`config.mk`:
```
export PLATFORM = sky130hd
export DESIGN_NAME = updown_counter_cascade
export DESIGN_NICKNAME = d
export VERILOG_FILES = /design/src/rtl/updown_counter_cascade.sv
export SDC_FILE = /design/constraint.sdc
export NUM_CORES = 1
export LEC_CHECK = 0
export ABC_AREA = 1
export CORE_ASPECT_RATIO = 1.2
export CORE_MARGIN = 2
export CORE_UTILIZATION = 29
export DETAILED_ROUTE_END_ITERATION = 10
export GPL_ROUTABILITY_DRIVEN = 0
export GPL_TIMING_DRIVEN = 0
export SLEW_MARGIN = 10
export SYNTH_ARGS = -nofsm -noshare
export SYNTH_HDL_FRONTEND = slang
export SYNTH_SLANG_ARGS = --single-unit
```
`constraint.sdc`:
```
create_clock -name clk -period 4.1 [get_ports clk]
set_clock_uncertainty 0.2 [all_clocks]
set_input_delay 0.82 -clock clk [delete_from_list [all_inputs] [get_ports clk]]
set_output_delay 0.82 -clock clk [all_outputs]
set_load 0.02 [all_outputs]
```
`src/rtl/updown_counter_cascade.sv`:
```
// Synchronous up/down counter of DIGITS cascaded 4-bit stages (binary or decade per stage),
// with TTL-style load, dual enables, combinational ripple carry and a registered wrap pulse.
module updown_counter_cascade #(
  parameter int DIGITS = 2,
  parameter bit DECADE = 1'b0
) (
  input  logic                clk,
  input  logic                n_reset,
  input  logic [4*DIGITS-1:0] d_in,
  input  logic                load,
  input  logic                n_en_p,
  input  logic                n_en_t,
  input  logic                u_d,
  output logic [4*DIGITS-1:0] d_out,
  output logic                n_rco,
  output logic                tc_pulse
);

  localparam int W = 4 * DIGITS;

  logic [W-1:0]      cnt_q, cnt_d;
  logic              tc_q, tc_d;
  logic [DIGITS-1:0] term;
  logic              all_term;
  logic              step_en;

  function automatic logic nib_term(input logic [3:0] nib, input logic up);
    if (up) return DECADE ? (nib == 4'd9) : (nib == 4'd15);
    return nib == 4'd0;
  endfunction

  // Out-of-range decade values (10..15) fall through to plain mod-16 stepping.
  function automatic logic [3:0] nib_step(input logic [3:0] nib, input logic up);
    if (up) return (DECADE && nib == 4'd9) ? 4'd0 : nib + 4'd1;
    return (DECADE && nib == 4'd0) ? 4'd9 : nib - 4'd1;
  endfunction

  always_comb begin
    for (int i = 0; i < DIGITS; i++) begin
      term[i] = nib_term(cnt_q[4*i +: 4], u_d);
    end
    all_term = &term;
  end

  assign n_rco = ~(~n_en_t & all_term);

  always_comb begin
    cnt_d   = cnt_q;
    tc_d    = 1'b0;
    step_en = 1'b1;
    if (!load) begin
      cnt_d = d_in;
    end else if (!n_en_p && !n_en_t) begin
      // Stage i advances only while every lower stage sits at its terminal value.
      for (int i = 0; i < DIGITS; i++) begin
        if (step_en) cnt_d[4*i +: 4] = nib_step(cnt_q[4*i +: 4], u_d);
        step_en = step_en & term[i];
      end
      tc_d = all_term;
    end
  end

  always_ff @(posedge clk or negedge n_reset) begin
    if (!n_reset) begin
      cnt_q <= '0;
      tc_q  <= 1'b0;
    end else begin
      cnt_q <= cnt_d;
      tc_q  <= tc_d;
    end
  end

  assign d_out    = cnt_q;
  assign tc_pulse = tc_q;

endmodule

```
==> flow_summary_export.csv, run 1 <==
group,metric,value,unit
yosys,synth_flop_cell,"dfrtp_1",
global_route,grt_max_degree,11,
worst_hold_path,hp-start,"d_out[3]",
setup_path,reg2reg_from,"d_out[6]",
floorplan,pin_count,24,
setup_path,cp_top_family,"buffers and inverters",
route,vias,716,
setup_path,crit_cells,6,
floorplan,die_w,49.79,um
yosys,yosysWarnings,0,
setup_path,critPathKind,"input port to primary output",
yosys,ys_types,23,
pwr,powerDensity,332.8,nW/um^2
setup_path,end_kind,"primary output",
yosys,synth_top_cell_by_area,"dfrtp_1",
sta,final.setup.tns,0,ns
sta,max_slew_margin,0.6922,
sta,grt_setup_unrepaired,"no",
global_route,grt_pass1_wl,2932,um
setup_path,required,3.08,ns
floorplan,core,2330,um^2
route,dr.pass1.iters,4,
setup_path,cpPeakStageDelay,0.60,ns
yosys,async_flop_share,1.000,
placed_design,portBuffers,23,
yosys,synth_area_leaders,"dfrtp_1 (31%), nand2_1 (16%), nand3_1 (7.5%), ha_1 (6.9%), fa_1 (5.5%)",
clock_network,clkTransAtPathRegs,0.07,ns
flow_run,cap_violations,0,
placed_design,dpl.hpwl,1412,um
yosys,synth_edf_count,0,
clock_network,cts_tree,"yes",
layout,n_antenna_cell,0,
sta,setup_violations,0,
floorplan,initial_core_util,0.3131,
layout,layout.nets,141,
setup_path,start_kind,"input port",
layout,layout.cells.non_filler,151,
pwr,ir_drop,0.1435,mV
sta,fin_crit_sh,0.8477,
yosys,yosysSeqAreaShare,0.3087,
setup_path,crit_arrival,2.46,ns
setup_path,worst-path-max-fanout,6,
global_route,grt-ovfl-total,0,
sta,fmax,287.7,MHz
clock_network,post_cts_resized,0,
route,drtIter0Drc,5,
setup_path,ff2ff_setup_slack,2.49,ns
route,post_drt_via_cell_ratio,4.742,
yosys,syn_nets,113,
sta,setup_ws,0.6244,ns
floorplan,dieArea,2934,um^2
route,routed_wl,1806,um
layout,areaGrowthSynthToFinish,40.65,%
setup_path,worstSetupEndpoint,"n_rco",
setup_path,rr_worst_depth,7,
clock_network,root_buffer,"clkbuf_4",
layout,utilization,0.4404,
yosys,syn-cell-area,729.5,um^2
route,drc,0,
sta,tightest_slew,0.4602,ns
floorplan,dieHeight,58.94,um
setup_path,cp.buffers_inverters,2,
global_route,grt_pass1_vias,662,
clock_network,insertion_delay,0.27,ns
setup_path,critical_path.cell_chain,"clkdlybuf4s50_1 -> nor2_1 -> a2bb2oi_1 -> nor2_1 -> nand2_1 -> clkdlybuf4s50_1",
route,wl_per_cell,11.96,um
pwr,p_leak,0.0004846,uW
yosys,ys_seq_elements,9,
placed_design,place_ws,0.6164,ns
clock_network,clockBufferDepth,2,
sta,timing_max_transition_violations_final,0,
worst_hold_path,hold_path_class,"flip-flop to flip-flop",
clock_network,cts_made_buffers,3,
yosys,synth_cells,93,
pwr,power,341.4,uW
setup_path,cp-startpoint,"u_d",
setup_path,crit_path_top_delay_cell,"clkdlybuf4s50_1",
route,ant_nets,0,
placed_design,dpl.cell_count,147,
setup_path,r2r_end,"d_out[7]",
run_status,status,"finished clean",
clock_network,clkSinkCount,9,
yosys,synth_top_area_frac,0.3087,
global_route,antenna_found_initial,0,
floorplan,rows,19,
sta,hold_violations,0,
clock_network,cts_hold_buffers,0,
yosys,avgSynthCellArea,7.844,um^2
global_route,grt.total_usage,0.1365,
layout,drive_above_1_share,0.1167,
clock_network,ctsHtreeMaxLevel,1,
sta,finalCriticalPeriod,3.476,ns
clock_network,post-cts-setup-buffers,0,
## kinds of logic (layout without fill, tap and decap cells)
family / after synthesis / count (layout) / share of synthesized area
compound gates: 9 / 9 / 0.07718
buf+inv: 7 / 34 / 0.06173
simple gates: 60 / 60 / 0.4048
xor+xnor: 2 / 2 / 0.02402
flops: 9 / 9 / 0.3088
fa+ha+maj: 6 / 6 / 0.1235
## placed cells by master (no fill, tap or decap), types with 2 or more instances in the layout
cell type	n
nor2_1	7
xnor2_1	2
clkdlybuf4s50_1	23
nand2_2	2
a21oi_1	2
clkbuf_4	3
nand2_1	32
o21ai_0	3
nand2_4	2
ha_1	4
fa_1	2
dfrtp_1	9
nor3_1	2
nand3_1	11
clkinv_2	2
o211ai_1	2
inv_1	4
## per-layer routing
metal / track usage / vias up / wire length, um
li1: - / 364 / -
met1: 0.1545 / 330 / 810
met2: 0.2381 / 17 / 885
met3: 0.02538 / 5 / 71
met4: 0.08333 / 0 / 39
met5: 0 / - / 0
## flip-flops by register name, indices dropped and copies added, names as in the netlist
name,count
d_out,8
tc_pulse,1
## metrics by stage
| stage | hold WS [ns] | area (um^2) |
|---|---|---|
| 6_report | 0.3851 | 1026 |
| 5_1_grt | 0.4162 | 1026 |
| 4_1_cts | 0.3842 | 1026 |
| 3_5_place_dp | 0.3658 | 998.5 |
| 3_3_place_gp | 0.3503 | 998.5 |
| 2_1_floorplan | 0.3244 | 729.5 |
## power breakdown
| part | switching, uW | internal [uW] | leakage, uW |
|---|---|---|---|
| logic | 72.6 | 71.0 | 0.000356 |
| clock network | 38.2 | 36.1 | 0.0000177 |
| registers | 22.1 | 101 | 0.000111 |
| total | 133 | 209 | 0.000485 |
## worst min path at each step
stage,to,slack [ns],depth (start not counted)
floorplan,d_out[0],0.32,0
global placement,d_out[3],0.35,2
detailed placement,d_out[3],0.37,2
CTS,d_out[3],0.38,2
global route,d_out[3],0.42,2
finish,d_out[3],0.39,2
## worst register-to-register path: cells and delay by family, from the launching register on
kind,cells,cell delay (ns)
DFF,1,0.43
adders and majority gates,1,0.34
AOI/OAI and AO/OA,1,0.20
and+or+nand+nor,5,0.32
## cells in the mapped netlist (all sizes together), types with 2 or more instances
library cell / number
nand2: 36
nand3: 11
dfrtp: 9
nor2: 8
ha: 4
inv: 4
nor3: 3
o21ai: 3
a21oi: 2
fa: 2
nand4: 2
o211ai: 2
xnor2: 2
## area by class of cell
| class | instances | area, um^2 |
|---|---|---|
| fillers | 263 | 1304 |
| multi-input cells | 77 | 459.2 |
| repair buffers | 23 | 230.2 |
| flip-flops and latches | 9 | 225.2 |
| well taps | 31 | 38.79 |
| plain buffers | 2 | 25.02 |
| clock buffers | 3 | 22.52 |
| inverters | 5 | 20.02 |
| clock inverters | 1 | 5.005 |
(Power assumes the default switching activity.)
==> run 2, diff against run 1 <==
==> constraint.sdc (replaced) <==
create_clock -name clk -period 3.1 [get_ports clk]
set_clock_uncertainty 0.2 [all_clocks]
set_input_delay 0.62 -clock clk [delete_from_list [all_inputs] [get_ports clk]]
set_output_delay 0.62 -clock clk [all_outputs]
set_load 0.02 [all_outputs]
==> run 2 against run 1 <==
Effect of this change:
- final cell count unchanged
- design area up 0.61%
- worst setup slack worse by 0.55 ns
- sequential power up 31%
- total power up 33%
- global-route usage unchanged
- sequential cell count unchanged
- critical path type unchanged
- largest cell class unchanged
- highest routed layer unchanged
==> flow_summary_export.csv, run 2 (synthesized netlist as in run 1, its figures left out) <==
group,metric,value,unit
clock_network,clkSinkCount,9,
global_route,grt_pass1_wl,2932,um
flow_run,cap_violations,0,
route,vias,714,
clock_network,ctsHtreeMaxLevel,1,
worst_hold_path,hold_end,"d_out[3]",
floorplan,rows,19,
floorplan,die_w,49.79,um
floorplan,core,2330,um^2
floorplan,pin_count,24,
route,drc,0,
pwr,p_leak,0.0004854,uW
route,drtIter0Drc,5,
setup_path,rr_worst_depth,7,
setup_path,reg2reg_from,"d_out[6]",
route,post_drt_via_cell_ratio,4.728,
sta,grt_setup_unrepaired,"no",
layout,n_antenna_cell,0,
setup_path,r2r_end,"d_out[7]",
setup_path,start_kind,"input port",
global_route,grt_max_degree,11,
placed_design,dpl.hpwl,1412,um
sta,finalCriticalPeriod,3.022,ns
layout,layout_commonest_cell,"nand2_1",
floorplan,initial_core_util,0.3131,
sta,tightest_slew,0.4624,ns
global_route,grt.total_usage,0.1365,
route,dr.pass1.iters,4,
worst_hold_path,hold_path_class,"flip-flop to flip-flop",
sta,setup_violations,0,
clock_network,root_buffer,"clkbuf_4",
clock_network,clockBufferDepth,2,
clock_network,clkTransAtPathRegs,0.07,ns
setup_path,required,2.28,ns
sta,max_slew_margin,0.6908,
sta,final.setup.tns,0,ns
setup_path,critPathKind,"input port to primary output",
floorplan,dieArea,2934,um^2
clock_network,cts_tree,"yes",
layout,mostFrequentLayoutCells,"nand2_1 (32), clkdlybuf4s50_1 (23), nand3_1 (11)",
layout,largest_reg_flops,8,
sta,fmax,331.0,MHz
route,ant_nets,0,
setup_path,worst-path-max-fanout,6,
worst_hold_path,min_delay_path_depth,2,
pwr,ir_drop,0.1906,mV
route,wl_per_cell,12.04,um
layout,areaGrowthSynthToFinish,41.51,%
run_status,status,"finished clean",
sta,hold_violations,0,
sta,fin_crit_sh,0.9747,
global_route,grt_pass1_vias,662,
clock_network,post-cts-setup-buffers,0,
layout,utilization,0.4431,
worst_hold_path,hp-start,"d_out[3]",
global_route,grt-ovfl-total,0,
clock_network,insertion_delay,0.27,ns
setup_path,crit_arrival,2.20,ns
setup_path,crit_path_top_delay_cell,"clkdlybuf4s50_1",
placed_design,portBuffers,23,
layout,layout.nets,141,
layout,drive_above_1_share,0.1250,
pwr,powerDensity,439.9,nW/um^2
setup_path,critical_path.cell_chain,"clkdlybuf4s50_1 -> nor2_1 -> a2bb2oi_2 -> nor2_1 -> nand2_1 -> clkdlybuf4s50_1",
route,routed_wl,1818,um
sta,timing_max_transition_violations_final,0,
setup_path,cpPeakStageDelay,0.60,ns
setup_path,ff2ff_setup_slack,1.49,ns
floorplan,dieHeight,58.94,um
setup_path,end_kind,"primary output",
global_route,antenna_found_initial,0,
clock_network,cts_made_buffers,3,
[run 2: cell counts in the layout (fill, tap and decap cells not counted)]
Identical to the previous run, type by type.
[run 2: worst max-delay path by stage]
| stage | from | endpoint | slack [ns] | cells past startpoint |
|---|---|---|---|---|
| after floorplan | u_d | n_rco | 1.18 | 4 |
| after global placement | u_d | n_rco | 0.02 | 6 |
| after detailed placement | u_d | n_rco | 0.02 | 6 |
| after CTS | u_d | n_rco | 0.01 | 6 |
| after global routing | u_d | n_rco | 0.009 | 6 |
| final | u_d | n_rco | 0.08 | 6 |
[run 2: final cells by class]
cell class	count	area, um^2
plain buffers	2	25.02
clock buffers	3	22.52
clock inverters	1	5.005
fillers	264	1297
inverters	5	20.02
multi-input cells	77	465.4
flip-flops and latches	9	225.2
well taps	31	38.79
repair buffers	23	230.2
[run 2: per-layer routing]
| layer | vias up | routed length, um | part of all wire | GRT usage |
|---|---|---|---|---|
| met2 | 17 | 882 | 0.49 | 0.2381 |
| met5 | - | 0 | 0 | 0 |
| met3 | 5 | 72 | 0.040 | 0.02538 |
| li1 | 363 | - | - | - |
| met4 | 0 | 39 | 0.021 | 0.08333 |
| met1 | 329 | 824 | 0.45 | 0.1545 |
[run 2: repair_timing]
item | CTS | global route
endpoints found under the setup margin | 0 | 1
hold buffers | 0 | 0
gates resized for setup | 0 | 1
[run 2: critical path, delay by kind of cell]
kind                   cells  cell delay, ns
AO/OA/AOI/OAI              1            0.18
AND/OR/NAND/NOR            3            0.20
buffers and inverters      2            1.19
[run 2: metrics by stage]
stage / power (uW) / instances / setup WS [ns] / hold WS (ns) / cell area [um^2]
floorplan: 276.6 / 93 / 1.177 / 0.1244 / 729.5
global placement: 352.7 / 147 / 0.01516 / 0.3503 / 998.5
detailed placement: 357.5 / 147 / 0.01636 / 0.3658 / 998.5
CTS: 457.6 / 151 / 0.01134 / 0.3842 / 1026
global route: 488.6 / 151 / 0.008812 / 0.4162 / 1032
finish: 454.1 / 151 / 0.07844 / 0.3851 / 1032
[run 2: power breakdown]
part	internal, uW	total (uW)	switching [uW]
logic	94.9	192	97.4
clock network	47.8	98.3	50.6
registers	134	163	29.2
total	277	454	177
